`config.mk`:
```
export PLATFORM = sky130hd
export DESIGN_NAME = encaixotador_garrafas
export DESIGN_NICKNAME = d
export VERILOG_FILES = /design/src/rtl/encaixotador_garrafas_pkg.sv /design/src/rtl/encaixotador_garrafas_contador_caixa_mod.sv /design/src/rtl/encaixotador_garrafas.sv
export SDC_FILE = /design/constraint.sdc
export NUM_CORES = 1
export LEC_CHECK = 0
export CAP_MARGIN = 40
export CORE_UTILIZATION = 45
export CTS_CLUSTER_DIAMETER = 80
export DETAILED_ROUTE_END_ITERATION = 16
export PLACE_DENSITY = 0.73
export SLEW_MARGIN = 15
export SYNTH_ARGS = -nofsm -noshare
export SYNTH_HDL_FRONTEND = slang
export SYNTH_SLANG_ARGS = --single-unit
```
`constraint.sdc`:
```
create_clock -name clk -period 1.82 [get_ports clk]
set_input_delay 0.364 -clock clk [delete_from_list [all_inputs] [get_ports clk]]
set_output_delay 0.364 -clock clk [all_outputs]
set_load 0.02 [all_outputs]
```
`src/rtl/encaixotador_garrafas_pkg.sv`:
```
// Shared types and defaults for the box packer: state encoding, limits, counter widths.
package encaixotador_pkg;

  typedef enum logic [2:0] {
    OCIOSO        = 3'd0,
    AGUARDA_CAIXA = 3'd1,
    ENCHENDO      = 3'd2,
    EXPEDINDO     = 3'd3,
    PALETE_CHEIO  = 3'd4,
    FALHA         = 3'd5
  } estado_t;

  localparam int GARRAFAS_DEFAULT = 12;
  localparam int CAIXAS_DEFAULT   = 10;
  localparam int TIMEOUT_DEFAULT  = 8;
  localparam int CONT_W           = 4;
  localparam int WD_W             = 4;

endpackage

```
`src/rtl/encaixotador_garrafas_contador_caixa_mod.sv`:
```
// Modulo-N up-counter with increment enable, synchronous clear and terminal-count flag.
module contador_caixa_mod #(
  parameter int N = 12,
  parameter int W = 4
) (
  input  logic         clk,
  input  logic         rst_n,
  input  logic         clr,
  input  logic         inc,
  output logic [W-1:0] count,
  output logic         tc
);

  assign tc = (count == W'(N - 1));

  always_ff @(posedge clk or negedge rst_n) begin
    if (!rst_n) begin
      count <= '0;
    end else if (clr) begin
      count <= '0;
    end else if (inc) begin
      count <= tc ? '0 : count + 1'b1;
    end
  end

endmodule

```
`src/rtl/encaixotador_garrafas.sv`:
```
// Bottle box packer: fills boxes from a valid/ready stream, ships them, counts a pallet.
// Optional box-motion watchdog enabled by defining ENCAIXOTADOR_TIMEOUT_EN.
//
// state         | meaning
// OCIOSO        | idle, waiting for start
// AGUARDA_CAIXA | conveyor bringing an empty box
// ENCHENDO      | box in position, accepting bottles
// EXPEDINDO     | conveyor shipping the full box
// PALETE_CHEIO  | pallet complete, halted until start
// FALHA         | box motion timed out, held until reset
module encaixotador_garrafas
  import encaixotador_pkg::*;
#(
`ifdef ENCAIXOTADOR_TIMEOUT_EN
  parameter int CICLOS_TIMEOUT     = TIMEOUT_DEFAULT,
`endif
  parameter int GARRAFAS_POR_CAIXA = GARRAFAS_DEFAULT,
  parameter int CAIXAS_POR_PALETE  = CAIXAS_DEFAULT
) (
  input  logic              clk,
  input  logic              rst_n,
  input  logic              start,
  input  logic              garrafa_valid,
  output logic              pronto_receber,
  input  logic              sensor_caixa_posicao,
  input  logic              sensor_caixa_saida,
  output logic              motor_caixa,
  output logic [CONT_W-1:0] garrafas_na_caixa,
  output logic [CONT_W-1:0] contagem_caixas,
  output logic              caixa_completa,
  output logic              palete_cheio,
  output logic              led_alarme_caixa
);

  estado_t state_q, state_d;
  logic    pronto_q, completa_q;
  logic    transfer, ultima, limpa_caixas;
  logic    tc_garrafa, tc_caixa;
  logic    em_movimento;

  assign transfer     = garrafa_valid & pronto_q & (state_q == ENCHENDO);
  assign ultima       = transfer & tc_garrafa;
  assign limpa_caixas = start & (state_q == PALETE_CHEIO);
  assign em_movimento = (state_q == AGUARDA_CAIXA) | (state_q == EXPEDINDO);

  contador_caixa_mod #(.N(GARRAFAS_POR_CAIXA), .W(CONT_W)) u_garrafas (
    .clk   (clk),
    .rst_n (rst_n),
    .clr   (state_q == OCIOSO),
    .inc   (transfer),
    .count (garrafas_na_caixa),
    .tc    (tc_garrafa)
  );

  // One extra step so the count can sit at the pallet limit instead of wrapping.
  contador_caixa_mod #(.N(CAIXAS_POR_PALETE + 1), .W(CONT_W)) u_caixas (
    .clk   (clk),
    .rst_n (rst_n),
    .clr   (limpa_caixas),
    .inc   (ultima),
    .count (contagem_caixas),
    .tc    (tc_caixa)
  );

`ifdef ENCAIXOTADOR_TIMEOUT_EN
  logic [WD_W-1:0] wd_q;

  always_ff @(posedge clk or negedge rst_n) begin
    if (!rst_n) begin
      wd_q <= '0;
    end else if (state_d != state_q) begin
      wd_q <= '0;
    end else if (em_movimento) begin
      wd_q <= wd_q + 1'b1;
    end else begin
      wd_q <= '0;
    end
  end
`endif

  always_comb begin
    state_d = state_q;
    case (state_q)
      OCIOSO:        if (start) state_d = AGUARDA_CAIXA;
      AGUARDA_CAIXA: if (sensor_caixa_posicao) state_d = ENCHENDO;
      ENCHENDO:      if (ultima) state_d = EXPEDINDO;
      EXPEDINDO:     if (sensor_caixa_saida) state_d = tc_caixa ? PALETE_CHEIO : AGUARDA_CAIXA;
      PALETE_CHEIO:  if (start) state_d = AGUARDA_CAIXA;
      FALHA:         state_d = FALHA;
      default:       state_d = OCIOSO;
    endcase
`ifdef ENCAIXOTADOR_TIMEOUT_EN
    if (em_movimento && (state_d == state_q) && (wd_q == WD_W'(CICLOS_TIMEOUT - 1)))
      state_d = FALHA;
`endif
  end

  always_ff @(posedge clk or negedge rst_n) begin
    if (!rst_n) begin
      state_q    <= OCIOSO;
      pronto_q   <= 1'b0;
      completa_q <= 1'b0;
    end else begin
      state_q    <= state_d;
      pronto_q   <= (state_d == ENCHENDO) & sensor_caixa_posicao;
      completa_q <= ultima;
    end
  end

  assign pronto_receber = pronto_q;
  assign caixa_completa = completa_q;
  assign motor_caixa    = em_movimento;
  assign palete_cheio   = (state_q == PALETE_CHEIO);

`ifdef ENCAIXOTADOR_TIMEOUT_EN
  assign led_alarme_caixa = (state_q == FALHA);
`else
  assign led_alarme_caixa = (state_q == AGUARDA_CAIXA) & garrafa_valid;
`endif

endmodule

```
# Yosys cells after proc, flatten, opt, wreduce, memory -nomap -nowiden
# Index checks and enable logic that the tools add are counted.
# classes
addsub	2
div	0
shifts	0
mux	12
reduce_logical	4
n_bitwise	7
n_eq_ne	8
n_mul	0
magnitude_cmp	0
# ops
operator	count
2-to-1 mux 4 bit	6
2-to-1 mux 3 bit	5
case mux 3 bit (5 select lines)	1
equality test 3 x 2 -> 1 bit (second input constant)	3
adder 4 x 1 -> 4 bit (second input constant)	2
equality test 4 bit (second input constant)	2
AND 1 bit	6
equality test 3 bit (second input constant)	2
nonzero test 2 bit	2
equality test 3 x 1 -> 1 bit (second input constant)	1
logical NOT 3 bit	1
OR reduction 2 bit	1
bitwise OR 1 bit	1
# totals
ff_bits	13
elab_cells	38
latch_bits	0
input_bits	6
mem_bits_rw	0
n_memories	0
output_inout_bits	13
rom_bits	0

# Logic depth before layout (Yosys ltp)
# logic_depth
word_depth	7
mapped_depth	4
depth_no_buf	4

# Cells and area by module
# From an unflattened synthesis, not the netlist that was laid out.
# unflattened
cells_unflattened	80
hier_area_um2	759.5
# by_module_without_submodules
mod	n_inst	seq_area_each_um2	area_each_um2	cells_per_inst
encaixotador_garrafas	1	125.1	316.6	33
contador_caixa_mod at u_caixas	1	100.1	229.0	24
contador_caixa_mod at u_garrafas	1	100.1	214.0	23

# Least setup slack after synthesis
# Ideal clock, no wire load.
# synth_path
path_type	register to output
from	reg state_q[2]
to	out led_alarme_caixa
setup_slack_ps	238
stages_incl_launch_ff	3
path_buffers	0
arrival_time_ps	1218
required_ps	1456
path_cell_list	dfrtp_1 nor2b_1 and3b_1
# synth_between
elab_chain_len	2
# synth_lines
item	line	rtl
start: declaration	encaixotador_garrafas.sv:35	estado_t state_q, state_d;
start signal: assignment	encaixotador_garrafas.sv:104	state_q <= state_d;
equality test 3 x 1 -> 1 bit	encaixotador_garrafas.sv:118	assign led_alarme_caixa = (state_q == AGUARDA_CAIXA) & garrafa_valid;
AND 1 bit	encaixotador_garrafas.sv:118	
end: declaration	encaixotador_garrafas.sv:32	output logic led_alarme_caixa
# No other way between the ends.

# Final worst setup path
# layout_path
from	reg state_q[0]
to	out palete_cheio
# layout_between
elab_chain_len	1
# layout_lines
item	line	rtl
equality test 3 bit	encaixotador_garrafas.sv:113	assign palete_cheio = (state_q == PALETE_CHEIO);
end: declaration	encaixotador_garrafas.sv:31	output logic palete_cheio,
# No other way between the ends.

==> metrics.log <==
[metrics] starting utilization of the core area: between 40% and 50%
[metrics] Critical Path End Type: output port
[metrics] # placed instances: between 100 and 150
[metrics] flip-flop cell with the highest count after synthesis: dfrtp_1
[metrics] synth warn: 0
[metrics] leakage power total: 0.489 nW
[metrics] type of the tightest min-delay check: in -> async
[metrics] Slowest Stage Delay on Critical Path: 0.41 ns
[metrics] global-route wire length before repair: 2830 µm
[metrics] Core Footprint: approximately 0.0017 mm²
[metrics] fraction of the yosys area taken by sequential cells: 39.1%
[metrics] Max Cap Viol: 0
[metrics] count leader, synth: dfrtp_1
[metrics] TritonCTS clock tree: built
[metrics] fraction of power consumed by the clock network: between 10% and 20%
[metrics] placer congestion estimate: about 0.8
[metrics] post-route non-filler standard cell count: approximately 140
[metrics] Placement Rows: 15
[metrics] cell type contributing the most total cell area after synthesis: dfrtp_1
[metrics] number of buffers inserted for hold repair after clock tree synthesis: 0
[metrics] total track usage: approximately 20%
[metrics] cell family with the largest share of critical-path delay: buffers and inverters
[metrics] final hold violations: 0
[metrics] die footprint: a little over 0.002 mm²
[metrics] 1st-pass router iterations: 4
[metrics] Clock transition at path regs: 0.08 ns
[metrics] Inserted Clock Buffers: 3
[metrics] number of failing setup endpoints in the final timing report: 0
[metrics] Slew Limit Fails: 0
[metrics] die height: around 45 µm
[metrics] share of total power in combinational logic: about half
[metrics] Crit Reg-Reg Endpoint: u_caixas.count[3]
[metrics] setup repair after global routing missed its margin: no
[metrics] setup slack on the worst flop-to-flop path: about 0.20 ns
[metrics] worst hold slack after final layout: roughly 0.46 ns
[metrics] final wirelength: approximately 1800 µm
[metrics] mapped cell area: roughly 830 µm²
[metrics] number of routed nets with antenna violations: 0
[metrics] number of diodes added for antenna fixing: 0
[metrics] startpoint of the most critical setup path: state_q[0]
[metrics] count of distinct cell types in the synthesized netlist: 39
[metrics] ports placed on the boundary: 19
[metrics] Cells after Synth: 86
[metrics] data arrival time of the critical path: 1.37 ns
[metrics] required time of the worst setup path: between 1 and 1.5 ns
[metrics] area overhead of the layout relative to synthesis: 34.7%
[metrics] buffers and inverters on the worst path: 2
[metrics] clock period minus worst slack: 1.73 ns
[metrics] largest fanout on the critical path: 4
[metrics] type of the setup path with the least slack: reg -> out
[metrics] mean cell area of the mapped netlist: roughly 9.7 µm²
[metrics] drt initial violations: 16
[metrics] latest clock arrival within the worst-skew pair: ~0.27 ns
[metrics] worst voltage drop across the vdd grid: about 0.75 mV
[metrics] maximum number of pins on one net before global-route repair: 14
[metrics] Max clock buf depth: 2
[metrics] routed wire length per instance: 12.8 µm
[metrics] Int Pwr: between 0.7 and 0.8 mW
[metrics] share of Yosys cell area claimed by the top area cell type: 39.1%
[metrics] utilization after layout: roughly two thirds
[metrics] cell breakdown of the critical path: buf_4 > nor3_1 > dlygate4sd2_1
[metrics] cell at the root of the clock tree: clkbuf_4
[metrics] via count of the first global-routing pass: 650
[metrics] Final TNS setup: 0 ns
[metrics] startpoint types: flop
[metrics] overflow left after global routing: 0
[metrics] sequential power share: approximately a third
[metrics] total via count in the routed design: roughly 800
[metrics] switching fraction of total power: around 39%
[metrics] number of enable flip-flop cells after synthesis: 0
[metrics] vias per std cell: 5.61
[metrics] cell with the biggest individual delay on the critical path: dfrtp_1
[metrics] post-layout net count: roughly 120
[metrics] most area-consuming cells after synthesis: dfrtp_1 39%, nand4bb_4 3.3%, and3b_1 3.2%
[metrics] Fmax achieved: just under 600 MHz
[metrics] number of antenna violations at the first check in global routing: 0
[metrics] Post-synth top cells: 13 x dfrtp_1, 6 x nor2_1
[metrics] worst setup skew after layout: ~0.0046 ns
[metrics] Worst-Margin Slew: approximately 0.57 ns
[metrics] CTS sink cnt: 13
[metrics] syn_nets: between 90 and 100
[metrics] DRC: 0
[metrics] result of the run: completed
[metrics] number of cells traversed by the worst register-to-register path: 5
[metrics] worst flop-to-flop path startpoint: state_q[0]
[metrics] I/O Buffers: 18
[metrics] switching power summed over all nets: around 0.47 mW
[metrics] overall power: 1.21 mW
[metrics] die width: between 40 and 50 µm
[metrics] post-route fraction of the period consumed by the critical path: between 90% and 100%
[metrics] detailed-placement wirelength estimate: 1340 µm
[metrics] pwr dens: roughly 1100 mW/mm²
[metrics] number of register bits inferred by synthesis: 13
[metrics] maximum level of the CTS H-tree: 1
[metrics] Slew headroom: about three fifths
[metrics] fraction of synthesis flops using an asynchronous set or reset pin: 100%
[metrics] ratio of cells with drive above 1 in the final layout: between 15 and 20%
[cell usage in the layout (no fill, tap or decap), drive strengths merged, types with 2 or more instances in the layout]
cell type / Yosys / layout
and4bb: 2 / 2
a211o: 2 / 2
o211ai: 2 / 2
clkbuf: 1 / 4
nor2: 6 / 6
nand2: 2 / 2
and3b: 3 / 3
nor2b: 4 / 4
dfrtp: 13 / 13
or3: 2 / 2
o21ai: 6 / 6
or4: 2 / 2
nor4b: 2 / 2
a21oi: 4 / 4
clkdlybuf4s50: 0 / 15
and2b: 2 / 2
dlygate4sd2: 0 / 3
nand3b: 2 / 2
nand3: 2 / 2
inv: 4 / 4
buf: 3 / 10
nand4b: 3 / 3
a21boi: 2 / 2
a31oi: 2 / 2
nor3: 2 / 2
[state kept, by name (all words and copies together) (netlist names)]
| register | cells |
|---|---|
| u_caixas.count | 4 |
| caixa_completa | 1 |
| state_q | 3 |
| u_garrafas.count | 4 |
| pronto_receber | 1 |
[per-stage QoR]
stage                     setup slack, ns  area, µm²
final                              0.0866       1120
after global routing               0.0358       1120
after CTS                          0.0269       1110
after detailed placement           -0.143       1090
after global placement             -0.161       1090
after floorplan                     0.238        832
[worst max-delay path by stage]
stage / endpoint / slack [ns] / cells past startpoint
after floorplan: led_alarme_caixa / 0.24 / 2
after global placement: led_alarme_caixa / -0.16 / 3
after detailed placement: led_alarme_caixa / -0.14 / 3
after CTS: garrafas_na_caixa[3] / 0.03 / 1
after global routing: led_alarme_caixa / 0.04 / 3
final: palete_cheio / 0.09 / 3
[kinds of logic (layout without fill, tap and decap cells)]
| kind of cell | count (synthesis) | count (layout) | synth area share, % |
|---|---|---|---|
| simple gates | 40 | 40 | 35.2 |
| fa+ha+maj | 1 | 1 | 1.50 |
| flops | 13 | 13 | 39.1 |
| buf+inv | 8 | 36 | 4.36 |
| compound gates | 22 | 22 | 17.3 |
| mux | 2 | 2 | 2.56 |
[layer usage]
layer / wire (µm) / track usage [%]
met1: 861 / 27.6
met2: 827 / 30.4
met3: 73 / 1.20
met4: 19 / 9.09
met5: 0 / 0
[power by group through the flow]
| stage | clock network [mW] | logic [mW] | registers [mW] |
|---|---|---|---|
| after CTS | 0.180 | 0.593 | 0.427 |
| final | 0.174 | 0.614 | 0.421 |
| after global routing | 0.191 | 0.666 | 0.433 |
| after floorplan | 0 | 0.318 | 0.465 |
| after detailed placement | 0 | 0.605 | 0.433 |
| after global placement | 0 | 0.601 | 0.430 |
[final cells by class]
type                    count  area (µm²)
fillers                   166         606
multi-input cells          65         470
flip-flops and latches     13         327
repair buffers             28         251
well taps                  25        31.3
clock buffers               4        26.3
inverters                   4        15.0
[repair_timing]
| action | 4_1_cts | 5_1_grt |
|---|---|---|
| resized for setup | 3 | 1 |
| endpoints found under the setup margin | 3 | 2 |
| buffers inserted | 0 | 1 |
[worst register-to-register path, cell delays in order (launching register included)]
cell and delay [ns]:
dfrtp_1 0.41, buf_4 0.15, buf_4 0.15, nand4b_1 0.18, or4_1 0.48, a31oi_1 0.17
No activity file was read; power rests on OpenSTA's default activity.
